`config.mk`:
```
export PLATFORM = sky130hd
export DESIGN_NAME = lpc_io_slave_flat
export DESIGN_NICKNAME = d
export VERILOG_FILES = /design/src/rtl/lpc_pkg.sv /design/src/rtl/lpc_io_slave_if.sv /design/src/rtl/lpc_io_slave.sv /design/src/flat_wrapper.sv
export SDC_FILE = /design/constraint.sdc
export NUM_CORES = 1
export LEC_CHECK = 0
export CAP_MARGIN = 20
export CORE_AREA = 2 2 76 78
export CTS_CLUSTER_DIAMETER = 150
export DETAILED_ROUTE_END_ITERATION = 16
export DIE_AREA = 0 0 78 80
export PLACE_DENSITY = 0.7
export SETUP_SLACK_MARGIN = 0.05
export SLEW_MARGIN = 20
export SYNTH_ARGS = -nofsm -noshare
export SYNTH_HDL_FRONTEND = slang
export SYNTH_SLANG_ARGS = --single-unit
```
`constraint.sdc`:
```
create_clock -name LpcClock -period 3.3 [get_ports LpcClock]
set_clock_uncertainty 0.2 [all_clocks]
set_input_delay 0.66 -clock LpcClock [delete_from_list [all_inputs] [get_ports LpcClock]]
set_output_delay 0.66 -clock LpcClock [all_outputs]
set_load 0.05 [all_outputs]
```
`src/rtl/lpc_pkg.sv`:
```
// Shared LPC definitions: FSM states, cycle-type and sync codes, default I/O window base.
// Pure declarations; no logic, no latency, no flow control.
package lpc_pkg;

    typedef enum logic [2:0] {
        IDLE,
        CYCTYPE,
        ADDR,
        WDATA,
        TAR_IN,
        SYNC,
        RDATA,
        TAR_OUT
    } lpcState_t;

    localparam logic [3:0]  IO_RD             = 4'b0000;
    localparam logic [3:0]  IO_WR             = 4'b0010;
    localparam logic [3:0]  START             = 4'b0000;
    localparam logic [3:0]  SYNC_READY        = 4'b0000;
    localparam logic [15:0] DEFAULT_BASE_ADDR = 16'h0800;

endpackage

```
`src/rtl/lpc_io_slave_if.sv`:
```
// LPC pad signals plus the register-file side (Addr/Wr/DataWr out, RdData in).
// The slave modport is the LPC block; the master modport is the pads/host and register file.
interface lpc_io_slave_if;
    logic       LFrame_n;
    logic [3:0] LadIn;
    logic [3:0] LadOut;
    logic       LadOe;
    logic [7:0] RdData;
    logic [7:0] Addr;
    logic       Wr;
    logic [7:0] DataWr;

    modport slave (
        input  LFrame_n, LadIn, RdData,
        output LadOut, LadOe, Addr, Wr, DataWr
    );

    modport master (
        output LFrame_n, LadIn, RdData,
        input  LadOut, LadOe, Addr, Wr, DataWr
    );
endinterface

```
`src/rtl/lpc_io_slave.sv`:
```
// LPC I/O read/write target for a 32-byte window; SYNC ready at cycle 8 (read) or 10 (write).
// No wait states and no backpressure; the host can abort any frame by pulling LFrame_n low.
module lpc_io_slave
    import lpc_pkg::*;
#(
    parameter logic [15:0] BASE_ADDR = DEFAULT_BASE_ADDR
) (
    input  logic          LpcClock,
    input  logic          PciReset,
    lpc_io_slave_if.slave bus
);

    lpcState_t   state;
    logic [1:0]  cnt;
    logic        isWrite;
    logic [11:0] ioAddr;
    logic [7:0]  rdLatch;
    logic [7:0]  wrData;

    always_ff @(posedge LpcClock or negedge PciReset) begin
        if (!PciReset) begin
            state       <= IDLE;
            cnt         <= 2'd0;
            isWrite     <= 1'b0;
            ioAddr      <= 12'h000;
            rdLatch     <= 8'h00;
            wrData      <= 8'h00;
            bus.LadOut  <= 4'hF;
            bus.LadOe   <= 1'b0;
            bus.Wr      <= 1'b0;
            bus.Addr    <= 8'h00;
            bus.DataWr  <= 8'h00;
        end else begin
            bus.Wr <= 1'b0;
            // A low LFrame_n mid-frame wins over everything, including a pending SYNC/Wr.
            if (state != IDLE && !bus.LFrame_n) begin
                bus.LadOe  <= 1'b0;
                bus.LadOut <= 4'hF;
                state      <= (bus.LadIn == START) ? CYCTYPE : IDLE;
            end else begin
                case (state)
                    IDLE: begin
                        if (!bus.LFrame_n && bus.LadIn == START)
                            state <= CYCTYPE;
                    end
                    CYCTYPE: begin
                        if (bus.LadIn == IO_RD || bus.LadIn == IO_WR) begin
                            isWrite <= (bus.LadIn == IO_WR);
                            cnt     <= 2'd3;
                            state   <= ADDR;
                        end else begin
                            state   <= IDLE;
                        end
                    end
                    ADDR: begin
                        ioAddr <= {ioAddr[7:0], bus.LadIn};
                        cnt    <= cnt - 2'd1;
                        if (cnt == 2'd0) begin
                            // Last nibble is still on LadIn, so the full address is {ioAddr, LadIn}.
                            if (ioAddr[11:1] == BASE_ADDR[15:5]) begin
                                bus.Addr <= {3'b000, ioAddr[0], bus.LadIn};
                                cnt      <= 2'd1;
                                state    <= isWrite ? WDATA : TAR_IN;
                            end else begin
                                state    <= IDLE;
                            end
                        end
                    end
                    WDATA: begin
                        if (cnt == 2'd1) begin
                            wrData[3:0] <= bus.LadIn;
                            cnt         <= 2'd0;
                        end else begin
                            wrData[7:4] <= bus.LadIn;
                            cnt         <= 2'd1;
                            state       <= TAR_IN;
                        end
                    end
                    TAR_IN: begin
                        if (cnt == 2'd1) begin
                            cnt <= 2'd0;
                        end else begin
                            if (!isWrite)
                                rdLatch <= bus.RdData;
                            state <= SYNC;
                        end
                    end
                    SYNC: begin
                        bus.LadOut <= SYNC_READY;
                        bus.LadOe  <= 1'b1;
                        cnt        <= 2'd1;
                        if (isWrite) begin
                            bus.Wr     <= 1'b1;
                            bus.DataWr <= wrData;
                            state      <= TAR_OUT;
                        end else begin
                            state      <= RDATA;
                        end
                    end
                    RDATA: begin
                        if (cnt == 2'd1) begin
                            bus.LadOut <= rdLatch[3:0];
                            cnt        <= 2'd0;
                        end else begin
                            bus.LadOut <= rdLatch[7:4];
                            cnt        <= 2'd1;
                            state      <= TAR_OUT;
                        end
                    end
                    TAR_OUT: begin
                        bus.LadOut <= 4'hF;
                        if (cnt == 2'd1) begin
                            cnt <= 2'd0;
                        end else begin
                            bus.LadOe <= 1'b0;
                            state     <= IDLE;
                        end
                    end
                    default: state <= IDLE;
                endcase
            end
        end
    end

endmodule

```
`src/flat_wrapper.sv`:
```
// flat-port wrapper written by rule: the top's interface ports become plain ports
module lpc_io_slave_flat import lpc_pkg::*;
#(
    parameter logic [15:0] BASE_ADDR = DEFAULT_BASE_ADDR
)
  (LpcClock, PciReset, bus_LFrame_n, bus_LadIn, bus_RdData, bus_LadOut, bus_LadOe, bus_Addr, bus_Wr, bus_DataWr);
  lpc_io_slave_if bus_i ();
  input  logic LpcClock;
  input  logic PciReset;
  input wire logic [$bits(bus_i.LFrame_n)-1:0] bus_LFrame_n;
  input wire logic [$bits(bus_i.LadIn)-1:0] bus_LadIn;
  input wire logic [$bits(bus_i.RdData)-1:0] bus_RdData;
  output wire logic [$bits(bus_i.LadOut)-1:0] bus_LadOut;
  output wire logic [$bits(bus_i.LadOe)-1:0] bus_LadOe;
  output wire logic [$bits(bus_i.Addr)-1:0] bus_Addr;
  output wire logic [$bits(bus_i.Wr)-1:0] bus_Wr;
  output wire logic [$bits(bus_i.DataWr)-1:0] bus_DataWr;
  assign bus_i.LFrame_n = bus_LFrame_n;
  assign bus_i.LadIn = bus_LadIn;
  assign bus_i.RdData = bus_RdData;
  assign bus_LadOut = bus_i.LadOut;
  assign bus_LadOe = bus_i.LadOe;
  assign bus_Addr = bus_i.Addr;
  assign bus_Wr = bus_i.Wr;
  assign bus_DataWr = bus_i.DataWr;
  lpc_io_slave #(.BASE_ADDR(BASE_ADDR)) u_core (.LpcClock(LpcClock), .PciReset(PciReset), .bus(bus_i));
endmodule
```
==> Word level (Yosys, flattened, before mapping) <==
Cells that the tools add are included.
{ "totals": {"ff_bits": 53, "inputBits": 15, "output_inout_bits": 22, "wordCells": 85} }
{ "op_classes": {"n_addsub": 1, "n_eq_ne": 18, "n_mux": 28, "n_bitwise": 3, "reduce_logical": 23} }
{ "op_table": {"columns": ["operator", "count"], "rows": [
  ["3-bit 2-to-1 mux", 9],
  ["3-bit case mux with 8 select lines", 1],
  ["3-bit equality test (second input constant)", 4],
  ["3-bit by 2-bit != test with 1-bit output (second input constant)", 4],
  ["4-bit case mux with 3 select lines", 1],
  ["3-bit AND reduction", 4],
  ["4-bit AND reduction", 3],
  ["11-bit by 7-bit equality test with 1-bit output (second input constant)", 1],
  ["2-bit 2-to-1 mux", 5],
  ["2-bit case mux with 5 select lines", 1],
  ["1-bit 2-to-1 mux", 8],
  ["4-bit 2-to-1 mux", 2],
  ["3-bit by 2-bit equality test with 1-bit output (second input constant)", 2],
  ["3-bit by 1-bit != test with 1-bit output (second input constant)", 2],
  ["6-bit AND reduction", 1],
  ["3-bit nonzero test", 2],
  ["5-bit nonzero test", 1],
  ["4-bit by 2-bit equality test with 1-bit output (second input constant)", 1],
  ["4-bit zero test", 1],
  ["2-bit by 1-bit != test with 1-bit output (second input constant)", 2],
  ["2-bit AND reduction", 2],
  ["4-bit nonzero test", 1],
  ["2-bit OR reduction", 2],
  ["3-bit by 1-bit equality test with 1-bit output (second input constant)", 1],
  ["other kinds (9)", 12]
]} }

==> Depth between registers and ports, before layout <==
{ "depth": {"word_depth": 5, "ltp_mapped": 6} }

==> Least setup slack after synthesis <==
Ideal clock, no wire load.
{ "synth_timing": {"path_type": "input-to-reg", "startpoint": "in bus_LFrame_n", "endpoint": "reg u_core.bus.Addr[0]", "arrival_ns": 1.666, "required_time_ns": 2.975, "setup_slack_ns": 1.309, "path_stages": 4, "n_path_buf": 0, "path_cell_list": "nand2b_1 > nor2_1 > nor4b_4 > mux2_2"} }
{ "synth_via": {"elab_chain_cells": 4} }
{ "synth_rtl": {"columns": ["item", "line", "source"], "rows": [
  ["start: declaration", "flat_wrapper.sv:10", "input wire logic [$bits(bus_i.LFrame_n)-1:0] bus_LFrame_n;"],
  ["1-bit zero test", "lpc_io_slave.sv:36", "if (state != IDLE && !bus.LFrame_n) begin"],
  ["1-bit logical AND", "lpc_io_slave.sv:36", null],
  ["1-bit NOT (no source line)", null, null],
  ["4-bit AND reduction (no source line)", null, null],
  ["end signal: assignment", "lpc_io_slave.sv:61", "bus.Addr <= {3'b000, ioAddr[0], bus.LadIn};"],
  ["end: declaration", "lpc_io_slave_if.sv:15", "output LadOut, LadOe, Addr, Wr, DataWr"]
]} }
Every way passes these cells.
A chain may end at the register's enable or synchronous reset.

==> Worst setup path after layout <==
{ "layout_timing": {"startpoint": "reg u_core.bus.LadOut[2]", "endpoint": "out bus_LadOut[2]"} }
{ "layout_lines": {"columns": ["item", "line", "source"], "rows": [
  ["start: declaration", "lpc_io_slave_if.sv:15", null],
  ["start signal: assignment", "lpc_io_slave.sv:102", "bus.LadOut <= rdLatch[3:0];"],
  ["start signal: assignment", "lpc_io_slave.sv:105", "bus.LadOut <= rdLatch[7:4];"],
  ["end: declaration", "flat_wrapper.sv:13", "output wire logic [$bits(bus_i.LadOut)-1:0] bus_LadOut;"]
]} }
No word-level cell between the ends.

==> summary.txt <==
Clock tree
  • Setup bufs post-CTS: 0
  • CTS Hold Buffers Added: 0
  • CTS tree: done
  • Root Buffer: clkbuf_8
  • Clk slew on worst S/H paths: approximately 0.10 ns
  • Worst-Skew Late Latency: between 0.3 and 0.4 ns
  • Post-CTS Resized: 0
  • Num CTS Buffers: 5
  • Clk sink count: 53
  • H-tree lvl count: 2
  • Clock buffer depth: 2

Finish
  • Area grow syn2layout: 18.5%
  • Final nets: 265
  • Antenna cells: 0
  • Layout cells sized above 1: 26.3%
  • Core Util, Final: 55.3%

Critical path
  • Top delay family on crit path: buffers and inverters
  • Reg-to-reg startpoint: u_core.state[2]
  • Setup CP Type: reg -> out
  • CP Launch Type: register
  • R2r setup slk: 1.05 ns
  • Crit path to: bus_LadOut[2]
  • CP Max Fanout: 4
  • Buf/Inv on CP: 1
  • Data required time of the critical path: 2.44 ns
  • Slowest stage delay, CP: roughly 0.80 ns
  • Critical R2R Capture: u_core.bus.Addr[3]
  • Reg2Reg Depth: 4
  • CP Depth: 1
  • Worst-path cell chain: clkdlybuf4s50_1
  • Crit path DAT: roughly 1.7 ns
  • Slowest cell on the critical path: clkdlybuf4s50_1
  • CP endpoint kind: output pin
  • Worst setup startpoint: u_core.bus.LadOut[2]

Timing
  • RSZ-0062 raised after global routing: no
  • Tmin final: about 2.5 ns
  • Slew Viols, Final: 0
  • Final TNS setup: 0 ns
  • Max Clock Freq: roughly 0.4 GHz
  • Slew HR: between 40% and 50%
  • Worst slew pin tran: between 0.7 and 0.8 ns
  • Final Hold Fails: 0
  • # setup viols final: 0
  • Final worst path period share: about three quarters

Floorplan
  • Initial Utilization: ~47%
  • DIE WIDTH: between 70 and 80 microns
  • Die H: about 80 microns
  • Die Area: between 6000 and 7000 sq um
  • Top-level port count: 37
  • Core area: approximately 5400 sq um
  • FP Rows: 27

Route
  • DRC: 0
  • DR WL/cell: between 15 and 20 microns
  • Pre-antenna DRT Iters: 4
  • Via Count: about 1,800
  • Drt first-iter violations: around 140
  • Routed Antenna Nets: 0
  • Wirelength, routed: ~4900 microns
  • DR vias/cell: 5.51

Synth
  • Synth area leaders: dfrtp_1 49%, mux2_2 19%, dfstp_2 4.2%
  • Synth top cells by count: 49 x dfrtp_1, 42 x mux2_2, 15 x nand2_1, 12 x nor2_1, 11 x o21ai_0
  • Yosys top cell by area: dfrtp_1
  • Most common flop cell mapped by yosys: dfrtp_1
  • Mapped Area: approximately 2500 sq um
  • Ys async rst share: 100%
  • Most frequent cell after synthesis: dfrtp_1
  • Synth Warn #: 0
  • Synthesized area per cell: around 11 sq um
  • Yosys top cell area share: just under 50%
  • Flops & latches, synth: 53
  • Seq/Total Area, Yosys: between 50% and 60%
  • Post-synth EDFFs: 0
  • Unique masters post-synth: between 40 and 50
  • Post-Syn Instances: 220

Global routing
  • Remaining Overflow, GRT: 0
  • Largest net degree at the start of global routing: 54
  • First-pass GRT wire length: around 8400 microns
  • Number of antenna violations at the first check in global routing: 0
  • Vias in the first global route: 1,757
  • Total GRT Usage: about 17%

Placed design
  • Port Buffer Count: 33
  • GP Congestion: a little under 0.9
  • Final HPWL DP: ~3300 microns

Pwr
  • Total power: about 1.2 mW
  • VDD IR-drop max: about 0.00026 V
  • Leak Pwr: approximately 1.3 nW
  • Pwr/cell area: ~390 nW/um^2

Run
  • Max-cap violations: 0

Outcome
  • Outcome: completed

Hold path
  • Worst Hold Class: in -> async
routing by layer:
metal / track usage, % / vias to the layer above / part of all wire [%]
li1: - / 850 / -
met1: 23.3 / 888 / 48
met2: 27.0 / 38 / 48
met3: 3.51 / 5 / 3.3
met4: 6.14 / 0 / 1.2
met5: 0 / - / 0
layout make-up:
type	instances	area, sq um
Timing Repair Buffer	38	363
Multi-Input combinational cell	147	1100
Fill cell	470	2420
Sequential cell	53	1330
Tap cell	72	90.1
Clock inverter	2	15.0
Inverter	5	18.8
Clock buffer	6	72.6
through the flow:
| step | instance area (sq um) | worst slack [ns] | hold WS (ns) | std cells |
|---|---|---|---|---|
| 6_report | 2990 | 0.765 | 0.258 | 323 |
| 5_1_grt | 2990 | 0.704 | 0.320 | 323 |
| 4_1_cts | 2990 | 0.752 | 0.278 | 323 |
| 3_5_place_dp | 2900 | 0.680 | 0.292 | 315 |
| 3_3_place_gp | 2900 | 0.675 | 0.286 | 315 |
| 2_1_floorplan | 2530 | 1.31 | 0.164 | 222 |
cell usage in the layout (no fill, tap or decap), types with 3 or more instances in the layout:
master and count:
dfrtp_1 49, mux2_2 42, clkdlybuf4s50_1 32, nand2_1 15
nor2_1 12, o21ai_0 11, a21oi_1 7, inv_1 5
nor3_1 5, clkbuf_8 5, buf_4 5, nand2b_1 4
a31oi_1 4, o21a_1 4, dfstp_2 4, nor2b_1 3
nand4_1 3, nor4_1 3, o31ai_1 3, conb_1 3
worst min-delay path by stage:
| stage | end | slack [ns] | cells after the start |
|---|---|---|---|
| 2_1_floorplan | u_core.bus.Addr[0] | 0.16 | 0 |
| 3_3_place_gp | u_core.bus.DataWr[7] | 0.29 | 1 |
| 3_5_place_dp | u_core.bus.DataWr[1] | 0.29 | 1 |
| 4_1_cts | u_core.bus.DataWr[2] | 0.28 | 2 |
| 5_1_grt | u_core.wrData[2] | 0.32 | 2 |
| 6_report | u_core.bus.DataWr[3] | 0.26 | 2 |
sequential cells by signal (all words and copies together) (netlist names):
signal / count
u_core.ioAddr: 12
u_core.bus.DataWr: 8
u_core.rdLatch: 8
u_core.wrData: 8
u_core.bus.Addr: 5
u_core.bus.LadOut: 4
u_core.state: 3
u_core.cnt: 2
u_core.bus.LadOe: 1
u_core.bus.Wr: 1
u_core.isWrite: 1
cell families after synthesis:
family / count (synthesis) / share of synthesized area [%]
compound gates: 42 / 11.0
simple gates: 60 / 13.4
mux: 42 / 18.7
flops: 53 / 52.8
buf+inv: 22 / 3.97
other cells: 1 / 0.149
power breakdown:
part           switching (mW)  internal, mW  leakage [nW]
Combinational          0.0698        0.0484         0.580
Sequential             0.0221         0.669         0.703
Clock                   0.216         0.150        0.0374
Total                   0.307         0.867          1.32
Note: power is estimated with default switching activity, not from simulation.
